File: src/rtl/coinc_pkg.sv
// coinc_pkg: shared types and constants for the coincidence detector.
// Imported by coinc_cond and coincidence_detector.
package coinc_pkg;

  typedef enum logic [1:0] {
    IDLE,
    ARM,
    DET
  } coinc_state_t;

  localparam logic MODE_AND = 1'b0;
  localparam logic MODE_OR  = 1'b1;

endpackage

File: src/rtl/coinc_cond.sv
// coinc_cond: combinational AND/OR combine of the masked input lines.
// An empty mask never qualifies, in either mode.
module coinc_cond
  import coinc_pkg::*;
#(
  parameter int N = 3
) (
  input  logic         mode,
  input  logic [N-1:0] mask,
  input  logic [N-1:0] a,
  output logic         cond
);

  logic any_en;
  logic and_c;
  logic or_c;

  assign any_en = |mask;
  assign and_c  = &(a | ~mask);
  assign or_c   = |(a & mask);

  always_comb begin
    cond = 1'b0;
    if (any_en) begin
      cond = (mode == MODE_OR) ? or_c : and_c;
    end
  end

endmodule

File: src/rtl/coincidence_detector.sv
// coincidence_detector: masked AND/OR coincidence with HOLD-cycle filter.
// Define COINC_EVCOUNT_EN to build the saturating detection counter.
module coincidence_detector
  import coinc_pkg::*;
#(
  parameter int N    = 3,
  parameter int HOLD = 4,
  parameter int EVW  = 8,
  localparam int CW  = $clog2(HOLD + 1)
) (
  input  logic           clk,
  input  logic           rst_n,
  input  logic           en,
  input  logic           clear,
  input  logic           mode,
  input  logic [N-1:0]   mask,
  input  logic [N-1:0]   a,
  output logic           x,
  output logic           rise,
  output logic [CW-1:0]  run_cnt,
  output logic [EVW-1:0] ev_count
);

  localparam logic [CW-1:0] HOLD_C = CW'(HOLD);
  localparam logic [CW-1:0] ONE_C  = CW'(1);

  coinc_state_t    state_q;
  coinc_state_t    state_d;
  logic [CW-1:0]   cnt_q;
  logic [CW-1:0]   cnt_d;
  logic            x_q;
  logic            rise_q;
  logic            enter;
  logic            cond;

  coinc_cond #(
    .N(N)
  ) u_cond (
    .mode(mode),
    .mask(mask),
    .a   (a),
    .cond(cond)
  );

  always_comb begin
    state_d = state_q;
    cnt_d   = cnt_q;
    enter   = 1'b0;
    if (en) begin
      unique case (state_q)
        IDLE: begin
          if (cond) begin
            cnt_d = ONE_C;
            if (HOLD == 1) begin
              state_d = DET;
              enter   = 1'b1;
            end else begin
              state_d = ARM;
            end
          end
        end
        ARM: begin
          if (cond) begin
            cnt_d = cnt_q + ONE_C;
            if (cnt_d == HOLD_C) begin
              state_d = DET;
              enter   = 1'b1;
            end
          end else begin
            cnt_d   = '0;
            state_d = IDLE;
          end
        end
        DET: begin
          if (!cond) begin
            cnt_d   = '0;
            state_d = IDLE;
          end
        end
        default: begin
          cnt_d   = '0;
          state_d = IDLE;
        end
      endcase
    end
  end

  // Soft clear shares the reset path so it also blocks a same-edge entry.
  always_ff @(posedge clk) begin
    if (!rst_n) begin
      state_q <= IDLE;
      cnt_q   <= '0;
      x_q     <= 1'b0;
      rise_q  <= 1'b0;
    end else if (clear) begin
      state_q <= IDLE;
      cnt_q   <= '0;
      x_q     <= 1'b0;
      rise_q  <= 1'b0;
    end else begin
      state_q <= state_d;
      cnt_q   <= cnt_d;
      x_q     <= (state_d == DET);
      rise_q  <= enter;
    end
  end

`ifdef COINC_EVCOUNT_EN
  logic [EVW-1:0] ev_q;

  always_ff @(posedge clk) begin
    if (!rst_n) begin
      ev_q <= '0;
    end else if (clear) begin
      ev_q <= '0;
    end else if (enter && (ev_q != '1)) begin
      ev_q <= ev_q + 1'b1;
    end
  end

  assign ev_count = ev_q;
`else
  assign ev_count = '0;
`endif

  assign x       = x_q;
  assign rise    = rise_q;
  assign run_cnt = cnt_q;

endmodule
File: config.mk
export PLATFORM = sky130hd
export DESIGN_NAME = coincidence_detector
export DESIGN_NICKNAME = d
export VERILOG_FILES = /design/src/rtl/coinc_pkg.sv /design/src/rtl/coinc_cond.sv /design/src/rtl/coincidence_detector.sv
export SDC_FILE = /design/constraint.sdc
export NUM_CORES = 1
export LEC_CHECK = 0
export ABC_CLOCK_PERIOD_IN_PS = 1800
export CORE_MARGIN = 5
export CORE_UTILIZATION = 39
export DETAILED_ROUTE_END_ITERATION = 12
export PLACE_DENSITY = 0.77
export SLEW_MARGIN = 5
export SYNTH_ARGS = -nofsm -noshare
export SYNTH_HDL_FRONTEND = slang
export SYNTH_HIERARCHICAL = 1
export SYNTH_SLANG_ARGS = --single-unit
File: constraint.sdc
create_clock -name clk -period 1.8 [get_ports clk]
set_clock_uncertainty 0.05 [all_clocks]
set_input_delay 0.18 -clock clk [delete_from_list [all_inputs] [get_ports clk]]
set_output_delay 0.18 -clock clk [all_outputs]
set_load 0.05 [all_outputs]
---- Yosys cells after proc, flatten, opt, wreduce, memory -nomap -nowiden ----
Cells that the tools add are included.
operators by class
  add/sub/neg operators ................... 1
  eq/ne operators ......................... 6
  muxes and demuxes ....................... 13
  bitwise operators ....................... 7
  reduce and logical (&&, ||, !) cells .... 7
operator list
  kind                                                             number
  2-bit 2-to-1 mux                                                 5
  3-bit 2-to-1 mux                                                 3
  3-bit case mux with 3 select lines                               1
  2-bit case mux with 3 select lines                               1
  3-bit AND reduction                                              2
  3-bit OR reduction                                               2
  5-bit OR reduction                                               1
  2-bit == test, second input constant                             2
  2-bit != test, second input constant                             2
  1-bit NOT                                                        4
  3-bit by 1-bit adder with 3-bit output, second input constant    1
  3-bit AND                                                        1
  3-bit == test, second input constant                             1
  1-bit 2-to-1 mux                                                 3
  3-bit NOT                                                        1
  3-bit OR                                                         1
  2-bit by 1-bit == test with 1-bit output, second input constant  1
  2-bit zero test                                                  1
  2-bit OR reduction                                               1
word-level totals
  bits in registers ....................... 7
  input bits .............................. 11
  output and inout port bits .............. 13
  word-level logic and storage cells ...... 38

---- Logic depth before layout (Yosys ltp) ----
Gate-level depths: netlist of run 1.
  word-level depth ........................ 9
  depth in mapped cells ................... 6
  mapped depth without buffers ............ 6

---- Modules after synthesis ----
The synthesis of run 1 kept the hierarchy.
by module, submodules not included
  module                times used  cells an instance  area an instance (sq um)  sequential area each (sq um)
  coincidence_detector  1           56                 470.5                     140.1
  coinc_cond            1           8                  56.3                      0.0

---- Worst setup path after synthesis of run 1 ----
No wires, ideal clock.
  kind .................................... reg-to-reg
  start ................................... reg cnt_q[0] (netlist: run_cnt[0])
  end ..................................... reg rise_q (netlist: rise)
  setup time .............................. 0.061 ns
  arrival time ............................ 1.518 ns
  required time ........................... 1.689 ns
  setup slack ............................. 0.171 ns
  stages on the path, launching flop included .. 5
  path buffers ............................ 0
  period minus slack after synthesis ...... 1.629 ns
  cell sequence ........................... dfxtp_1 -> ha_1 -> xor2_1 -> and3_1 -> and4_1
between the ends
  cells in the longest elaborated chain, start to end .. 3
ends and longest elaborated chain
  what                                    line                         text
  start: declaration                      coincidence_detector.sv:29   logic [CW-1:0] cnt_q;
  start signal: assignment                coincidence_detector.sv:102  cnt_q <= cnt_d;
  3-bit by 1-bit adder with 3-bit output  coincidence_detector.sv:64   cnt_d = cnt_q + ONE_C;
  3-bit == test                           coincidence_detector.sv:65   if (cnt_d == HOLD_C) begin
  1-bit 2-to-1 mux                        coincidence_detector.sv:65
  end signal: assignment                  coincidence_detector.sv:104  rise_q <= enter;
  end: declaration                        coincidence_detector.sv:32   logic rise_q;
Every way passes these cells.
A chain may end at the register's enable or synchronous reset.

---- Final worst setup path of run 1 ----
  start ................................... reg x_q (netlist: x)
  end ..................................... out x
RTL lines
  what                      line                         text
  start: declaration        coincidence_detector.sv:31   logic x_q;
  start signal: assignment  coincidence_detector.sv:103  x_q <= (state_d == DET);
  end: declaration          coincidence_detector.sv:18   output logic x,
No word-level cell between the ends.

==> results.py, run 1 <==
metrics = {
    "route": {
        "drtAntennaViolNets": 0,
        "drc_errors": 0,
        "dr.first_iter.drc_count": 14,
        "viasPerCell": 5.20,
        "routed_wirelength_um": 1110,
        "wl_per_cell_um": 11.6,
        "vias": 499,
        "drt_first_pass_iters": 4,
    },
    "final_layout": {
        "diodes": 0,
        "final_common_cell": "clkdlybuf4s50_1",
        "final_cell_mix": "12 x clkdlybuf4s50_1, 8 x conb_1, 7 x dfxtp_1",
        "area_growth_syn_to_layout_pct": 29.2,
        "drive_gt1_frac": 0.136,
        "n_fill_cell": 123,
        "stdcell_area_um2": 681,
        "multi_input_area_um2": 338,
        "final-seq-area_um2": 140,
        "nets": 95,
    },
    "clocking": {
        "clockBufferDepth": 2,
        "clk_latency_ns": 0.25,
        "cts.sinks": 7,
        "cts_root_buffer": "clkbuf_4",
        "post_cts_buffers": 0,
        "holdBufCountCts": 0,
        "cts_tree": "done",
        "cts_buffers": 3,
        "h-tree-depth": 1,
        "clk_pin_slew_ns": 0.05,
        "cts_resized": 0,
    },
    "placement": {
        "hpwl_um": 904,
        "dpl-instance-area_um2": 654,
        "globalplace.congestion": 0.752,
        "port_buffers": 15,
    },
    "power": {
        "switchingPower_mw": 0.128,
        "power.share.switching": 0.314,
        "p_int_mw": 0.281,
        "combPwrFrac": 0.260,
        "finalPower_mw": 0.409,
        "p_seq_frac": 0.393,
        "p_leak_nw": 0.289,
        "power_frac_clock": 0.346,
        "power.density_nw_per_um2": 601,
        "vdd_drop_max_mv": 0.240,
    },
    "sta": {
        "grt_setup_unrepaired": "false",
        "hold_viol_final": 0,
        "drv_slew": 0,
        "setup_viol": 0,
        "fmax_mhz": 637,
        "finalCritPeriodShare": 0.873,
        "fin_tns_setup_ns": 0,
        "min_period_ns": 1.57,
    },
    "synthesis": {
        "syn_area_um2": 527,
        "avgSynthCellArea_um2": 8.23,
        "netlist_instances": 64,
        "synth_warnings": 6,
        "synth-seq-cells": 7,
        "synth.distinct_cells": 31,
        "yosysSeqAreaShare": 0.266,
    },
    "floorplan": {
        "io-pin-count": 24,
        "dieHeight_um": 46.8,
        "initial_utilization": 0.410,
        "rows": 13,
        "core-area_um2": 1280,
        "die_w_um": 46.8,
        "die-area_um2": 2190,
    },
    "worst_setup_path": {
        "critPathArrivalTime_ns": 1.34,
        "worst-path-max-fanout": 1,
        "required_ns": 1.57,
        "start_kind": "register",
        "end_kind": "output pin",
        "path_delay_family": "buffers and inverters",
        "reg2reg_setup_slack_ns": 0.38,
        "crit_path_top_delay_cell": "clkdlybuf4s50_1",
        "critPathBufInv": 1,
        "cp_cell_sequence": "clkdlybuf4s50_1",
        "worst_path_largest_cell_delay_ns": 0.79,
        "critical_path_class": "register to output pin",
    },
    "global_route": {
        "antenna_found_initial": 0,
        "grtUsageTotal": 0.118,
        "grt_max_degree": 12,
        "grt_pass1_wl_um": 1850,
        "grt_pass1_vias": 459,
        "overflow": 0,
    },
    "job": {
        "drv_cap": 0,
    },
    "worst_hold_path": {
        "hold_class": "register to register",
    },
    "run_status": {
        "outcome": "finished clean",
    },
}
[flip-flops by register name, summed over array words and instances (netlist names)]
signal / cells
run_cnt: 3
x: 1
state_q: 2
rise: 1
[layout make-up]
cell class                 count  share of cell area
sequential                     7               0.206
timing repair buffer          17               0.232
multi-input combinational     53               0.496
tap                           15              0.0276
clock buffer                   4              0.0386
[routing by layer]
metal / routed length, um / track usage / part of all wire / up-vias
li1: - / - / - / 247
met2: 526 / 0.179 / 0.47 / 24
met1: 478 / 0.153 / 0.43 / 226
met5: 0 / 0 / 0 / -
met3: 97 / 0.0192 / 0.087 / 2
met4: 10 / 0.0829 / 0.0090 / 0
[metrics by stage]
step	util	setup WS, ns	hold WS (ns)	cells
detailed placement	0.509	-0.0179	0.474	92
floorplan	-	0.171	0.341	71
finish	0.530	0.229	0.479	96
CTS	0.530	0.209	0.482	96
global placement	0.509	0.0591	0.462	92
global route	0.530	0.114	0.516	96
[synthesized netlist by cell type]
library cell	count	area share
buf_4	8	0.11
and2b_1	1	0.014
o21ai_1	1	0.0095
nor4bb_1	1	0.019
conb_1	1	0.0071
nand2b_1	4	0.047
nand2_1	4	0.028
nor2_1	2	0.014
buf_2	3	0.028
a221oi_1	1	0.017
a41oi_1	2	0.033
xor2_1	1	0.017
nor3_2	1	0.019
o31ai_1	1	0.014
a21oi_1	4	0.038
a22oi_1	1	0.014
nor2b_1	4	0.047
or2b_1	1	0.014
a21oi_2	1	0.017
and4_1	1	0.017
nor3_1	1	0.0095
dfxtp_1	7	0.27
ha_1	2	0.047
a211o_1	1	0.017
nor3b_1	1	0.014
and3b_1	1	0.017
and3_1	1	0.012
a211oi_2	1	0.024
nand3_1	2	0.019
o21ai_0	3	0.028
a22o_1	1	0.017
[path summary, 6_finish.rpt]
path | from | endpoint | depth (start not counted)
min reg2reg | run_cnt[0]$_SDFFE_PP0P_ | run_cnt[0]$_SDFFE_PP0P_ | 2
max | x$_SDFF_PP0_ | x | 1
min | run_cnt[0]$_SDFFE_PP0P_ | run_cnt[0]$_SDFFE_PP0P_ | 2
max reg2reg | run_cnt[1]$_SDFFE_PP0P_ | state_q[1]$_SDFF_PP0_ | 4
[power groups by stage]
stage	logic, mW	registers [mW]	clock network, mW
final	0.107	0.161	0.142
after global routing	0.117	0.161	0.156
after CTS	0.107	0.161	0.149
after detailed placement	0.106	0.164	0
after global placement	0.104	0.164	0
after floorplan	0.0837	0.165	0
[cell families after synthesis]
kind of cell    after synthesis  synth area share
flops                         7             0.266
buf+inv                      11             0.143
simple gates                 25             0.292
other cells                   1           0.00712
compound gates               17             0.228
fa+ha+maj                     2            0.0475
xor+xnor                      1            0.0166
No activity file was read; power rests on OpenSTA's default activity.
==> inputs of run 2 (changes only) <==
- CORE_AREA: not set -> 5 5 42 44
- CORE_MARGIN: 5 -> not set
- CORE_UTILIZATION: 39 -> not set
- DIE_AREA: not set -> 0 0 47 49
- DONT_BUFFER_PORTS: not set -> 1
- PLACE_DENSITY: 0.77 -> 0.55
==> results.py, run 2 (synthesis results as in run 1) <==
metrics = {
    "worst_setup_path": {
        "worst-path-max-fanout": 5,
        "critPathArrivalTime_ns": 1.38,
        "critical_path_class": "register to register",
        "worst_path_largest_cell_delay_ns": 0.32,
        "rr_worst_depth": 4,
        "crit_path_top_delay_cell": "dfxtp_1",
        "reg2reg_setup_slack_ns": 0.52,
        "timing.rr.start": "run_cnt[0]$_SDFFE_PP0P_",
        "cp_cell_sequence": "buf_4 -> ha_1 -> and3_1 -> and4_1",
        "required_ns": 1.90,
        "startpoint": "run_cnt[0]$_SDFFE_PP0P_",
        "end_kind": "register",
        "start_kind": "register",
    },
    "sta": {
        "fin_tns_setup_ns": 0,
        "hold_viol_final": 0,
        "fmax_mhz": 781,
        "setup_viol": 0,
        "grt_setup_unrepaired": "false",
        "finalCritPeriodShare": 0.712,
        "drv_slew": 0,
        "min_period_ns": 1.28,
        "setup_slack_ns": 0.519,
        "whs_ns": 0.0597,
    },
    "clocking": {
        "cts_buffers": 3,
        "clockBufferDepth": 2,
        "post_cts_buffers": 0,
        "h-tree-depth": 1,
        "clk_latency_ns": 0.25,
        "cts_tree": "done",
        "holdBufCountCts": 1,
        "cts.sinks": 7,
        "cts_resized": 0,
        "clk_pin_slew_ns": 0.06,
        "cts_root_buffer": "clkbuf_4",
    },
    "floorplan": {
        "io-pin-count": 24,
        "initial_utilization": 0.376,
        "die-area_um2": 2300,
        "rows": 14,
        "dieHeight_um": 49,
        "core-area_um2": 1400,
        "die_w_um": 47,
    },
    "route": {
        "drt_first_pass_iters": 4,
        "viasPerCell": 5.29,
        "vias": 444,
        "drtAntennaViolNets": 0,
        "drc_errors": 0,
        "routed_wirelength_um": 1100,
        "wl_per_cell_um": 13.1,
        "dr.first_iter.drc_count": 7,
    },
    "final_layout": {
        "multi_input_area_um2": 338,
        "diodes": 0,
        "largest_reg_flops": 3,
        "nets": 82,
        "area_growth_syn_to_layout_pct": 5.70,
        "final_common_cell": "conb_1",
        "final-seq-area_um2": 140,
        "final_cell_mix": "8 x conb_1, 7 x dfxtp_1",
        "final_cells": 84,
        "stdcell_area_um2": 557,
        "final_core_util": 0.397,
        "drive_gt1_frac": 0.132,
        "n_fill_cell": 157,
    },
    "global_route": {
        "grt_pass1_wl_um": 1800,
        "grt_pass1_vias": 416,
        "grt_max_degree": 12,
        "antenna_found_initial": 0,
        "grtUsageTotal": 0.107,
        "overflow": 0,
    },
    "worst_hold_path": {
        "hp-start": "en",
        "hold_class": "input pin to register",
        "holdPathStages": 2,
    },
    "run_status": {
        "outcome": "finished clean",
    },
    "placement": {
        "port_buffers": 0,
        "hpwl_um": 839,
        "dp_worst_setup_slack_ns": 0.366,
        "globalplace.congestion": 0.742,
        "dpl-instance-area_um2": 520,
        "place_inst": 79,
    },
    "power": {
        "vdd_drop_max_mv": 0.311,
        "p_leak_nw": 0.238,
        "power.density_nw_per_um2": 695,
        "finalPower_mw": 0.387,
    },
    "job": {
        "drv_cap": 0,
    },
}
==> run 2: cell types whose count changed in the layout (fill, tap and decap cells not counted), sizes merged <==
cell / previous run / this run
clkdlybuf4s50: 12 / 0
buf: 5 / 3
dlygate4sd3: 0 / 1
==> run 2: report_power, final <==
| part | total [mW] | internal (mW) | switching [mW] |
|---|---|---|---|
| registers | 0.160 | 0.157 | 0.00329 |
| logic | 0.0783 | 0.0179 | 0.0604 |
| clock network | 0.148 | 0.0850 | 0.0634 |
==> run 2: final timing paths <==
check / end
worst min-delay path: state_q[0]$_SDFF_PP0_
worst min register to register: state_q[0]$_SDFF_PP0_
worst max register to register: rise$_SDFF_PP0_
worst max-delay path: rise$_SDFF_PP0_
==> run 2: critical path, delay by kind of cell (launching register included) <==
kind,cells,cell delay (ns)
adder cells (fa/ha/maj),1,0.24
AND/OR/NAND/NOR,2,0.37
buffers and inverters,1,0.20
flip-flops,1,0.32
==> run 2: routing by layer <==
| layer | global-route usage | wire, um | share of wire |
|---|---|---|---|
| met5 | 0 | 0 | 0 |
| met4 | 0.0968 | 20 | 0.018 |
| met3 | 0.0221 | 91 | 0.083 |
| met2 | 0.136 | 496 | 0.45 |
| met1 | 0.143 | 489 | 0.45 |
==> run 2: cell type report <==
type / count / share of cell area
Timing Repair Buffer: 4 / 0.0584
Multi-Input combinational cell: 53 / 0.607
Tap cell: 16 / 0.0360
Sequential cell: 7 / 0.252
Clock buffer: 4 / 0.0472
==> inputs of run 3 (changes only) <==
- ABC_CLOCK_PERIOD_IN_PS: 1800 -> 1100
- PLACE_DENSITY: 0.55 -> 0.57
- clock period: 1.8 -> 1.1 ns (I/O delays scaled with it)
==> results.py, run 3 (synthesis results as in run 1) <==
metrics = {
    "run_status": {
        "outcome": "finished, violations left",
        "failed_checks": "setup timing",
    },
    "placement": {
        "hpwl_um": 917,
        "dp_worst_setup_slack_ns": -0.0933,
        "port_buffers": 0,
        "place_inst": 87,
        "dpl-instance-area_um2": 623,
        "globalplace.congestion": 0.758,
    },
    "power": {
        "power_frac_clock": 0.363,
        "power.density_nw_per_um2": 911,
        "p_int_mw": 0.438,
        "power.share.switching": 0.326,
        "p_leak_nw": 0.290,
        "p_seq_frac": 0.395,
        "switchingPower_mw": 0.211,
        "combPwrFrac": 0.242,
        "vdd_drop_max_mv": 0.491,
    },
    "clocking": {
        "h-tree-depth": 1,
        "clk_latency_ns": 0.25,
        "cts.sinks": 7,
        "cts_buffers": 3,
        "cts_tree": "done",
        "cts_root_buffer": "clkbuf_4",
        "clockBufferDepth": 2,
        "post_cts_buffers": 0,
        "clk_pin_slew_ns": 0.05,
    },
    "final_layout": {
        "final_cells": 92,
        "final_common_cell": "buf_4",
        "largest_reg_flops": 3,
        "final_cell_mix": "9 x buf_4, 8 x conb_1",
        "multi_input_area_um2": 413,
        "area_growth_syn_to_layout_pct": 35.4,
        "stdcell_area_um2": 713,
        "nets": 90,
        "final-seq-area_um2": 154,
        "n_fill_cell": 134,
        "drive_gt1_frac": 0.382,
        "diodes": 0,
    },
    "worst_setup_path": {
        "required_ns": 1.23,
        "crit_cells": 4,
        "path_delay_family": "flip-flops",
        "start_kind": "register",
        "cp_cell_sequence": "ha_4 -> nor4bb_1 -> a221oi_2 -> o21ai_1",
        "crit_path_top_delay_cell": "dfxtp_4",
        "worst_path_largest_cell_delay_ns": 0.36,
        "rr_worst_depth": 4,
        "critPathArrivalTime_ns": 1.31,
        "critPathBufInv": 0,
        "worst-path-max-fanout": 3,
        "critical_path_class": "register to register",
        "end_kind": "register",
    },
    "sta": {
        "fin_tns_setup_ns": -0.260,
        "min_period_ns": 1.18,
        "grt_setup_unrepaired": "true",
        "fmax_mhz": 845,
        "setup_slack_ns": -0.0828,
        "hold_viol_final": 0,
        "drv_slew": 0,
        "whs_ns": 0.00598,
        "setup_viol": 5,
        "finalCritPeriodShare": 1.08,
    },
    "route": {
        "vias": 480,
        "drtAntennaViolNets": 0,
        "dr.first_iter.drc_count": 14,
        "drt_first_pass_iters": 4,
        "routed_wirelength_um": 1190,
        "drc_errors": 0,
        "viasPerCell": 5.22,
        "wl_per_cell_um": 12.9,
    },
    "floorplan": {
        "rows": 14,
        "core-area_um2": 1400,
        "dieHeight_um": 49,
        "die-area_um2": 2300,
        "initial_utilization": 0.376,
        "io-pin-count": 24,
        "die_w_um": 47,
    },
    "global_route": {
        "antenna_found_initial": 0,
        "overflow": 0,
        "grtUsageTotal": 0.119,
        "grt_pass1_wl_um": 2010,
        "grt_max_degree": 10,
        "grt_pass1_vias": 469,
    },
    "worst_hold_path": {
        "hold_class": "input pin to register",
        "holdPathStages": 3,
    },
    "job": {
        "drv_cap": 0,
    },
}
-- run 3: cell count changes in the layout (fill, tap and decap cells not counted), moves of 2 or more --
| cell | before | now |
|---|---|---|
| buf_4 | 3 | 9 |
| buf_6 | 0 | 2 |
| dfxtp_1 | 7 | 2 |
| dfxtp_2 | 0 | 2 |
| dfxtp_4 | 0 | 3 |
| o21ai_0 | 3 | 0 |
| o21ai_1 | 1 | 4 |
-- run 3: metal layers --
| layer | global-route usage | wire length, um |
|---|---|---|
| met1 | 0.153 | 504 |
| met2 | 0.165 | 534 |
| met3 | 0.0295 | 118 |
| met4 | 0.0829 | 28 |
| met5 | 0 | 0 |
-- run 3: final cells by class --
type                       count  area share
sequential                     7       0.216
clock buffer                   4      0.0368
timing repair buffer          12       0.140
tap                           16      0.0281
multi-input combinational     53       0.579
-- run 3: what timing repair did --
action	CTS	global route
hold buffers	1	0
resized for setup	5	8
pin swaps	7	4
endpoints found under the hold margin	2	0
setup endpoints to repair	6	8
-- run 3: worst paths after layout --
kind / endpoint / slack [ns] / from
setup reg to reg: run_cnt[2]$_SDFFE_PP0P_ / -0.08 / run_cnt[1]$_SDFFE_PP0P_
setup / recovery: run_cnt[2]$_SDFFE_PP0P_ / -0.08 / run_cnt[1]$_SDFFE_PP0P_
hold / removal: run_cnt[0]$_SDFFE_PP0P_ / 0.006 / en
hold reg to reg: run_cnt[2]$_SDFFE_PP0P_ / 0.49 / run_cnt[2]$_SDFFE_PP0P_
-- run 3: worst min-delay path, delay by kind of cell --
kind,cells,cell delay [ns]
AOI/OAI and AO/OA,2,0.09
and+or+nand+nor,1,0.06
-- run 3: power by group through the flow --
stage | clock network [mW] | registers (mW) | logic (mW)
after global routing | 0.267 | 0.257 | 0.170
final | 0.236 | 0.257 | 0.157
after global placement | 0 | 0.262 | 0.145
after detailed placement | 0 | 0.261 | 0.146
after CTS | 0.242 | 0.257 | 0.150
after floorplan | 0 | 0.265 | 0.144
-- run 3: through the flow --
step | total power [mW] | utilization
final | 0.649 | 0.509
after CTS | 0.648 | 0.488
after global placement | 0.406 | 0.445
after detailed placement | 0.407 | 0.445
after global routing | 0.694 | 0.509
after floorplan | 0.408 | -
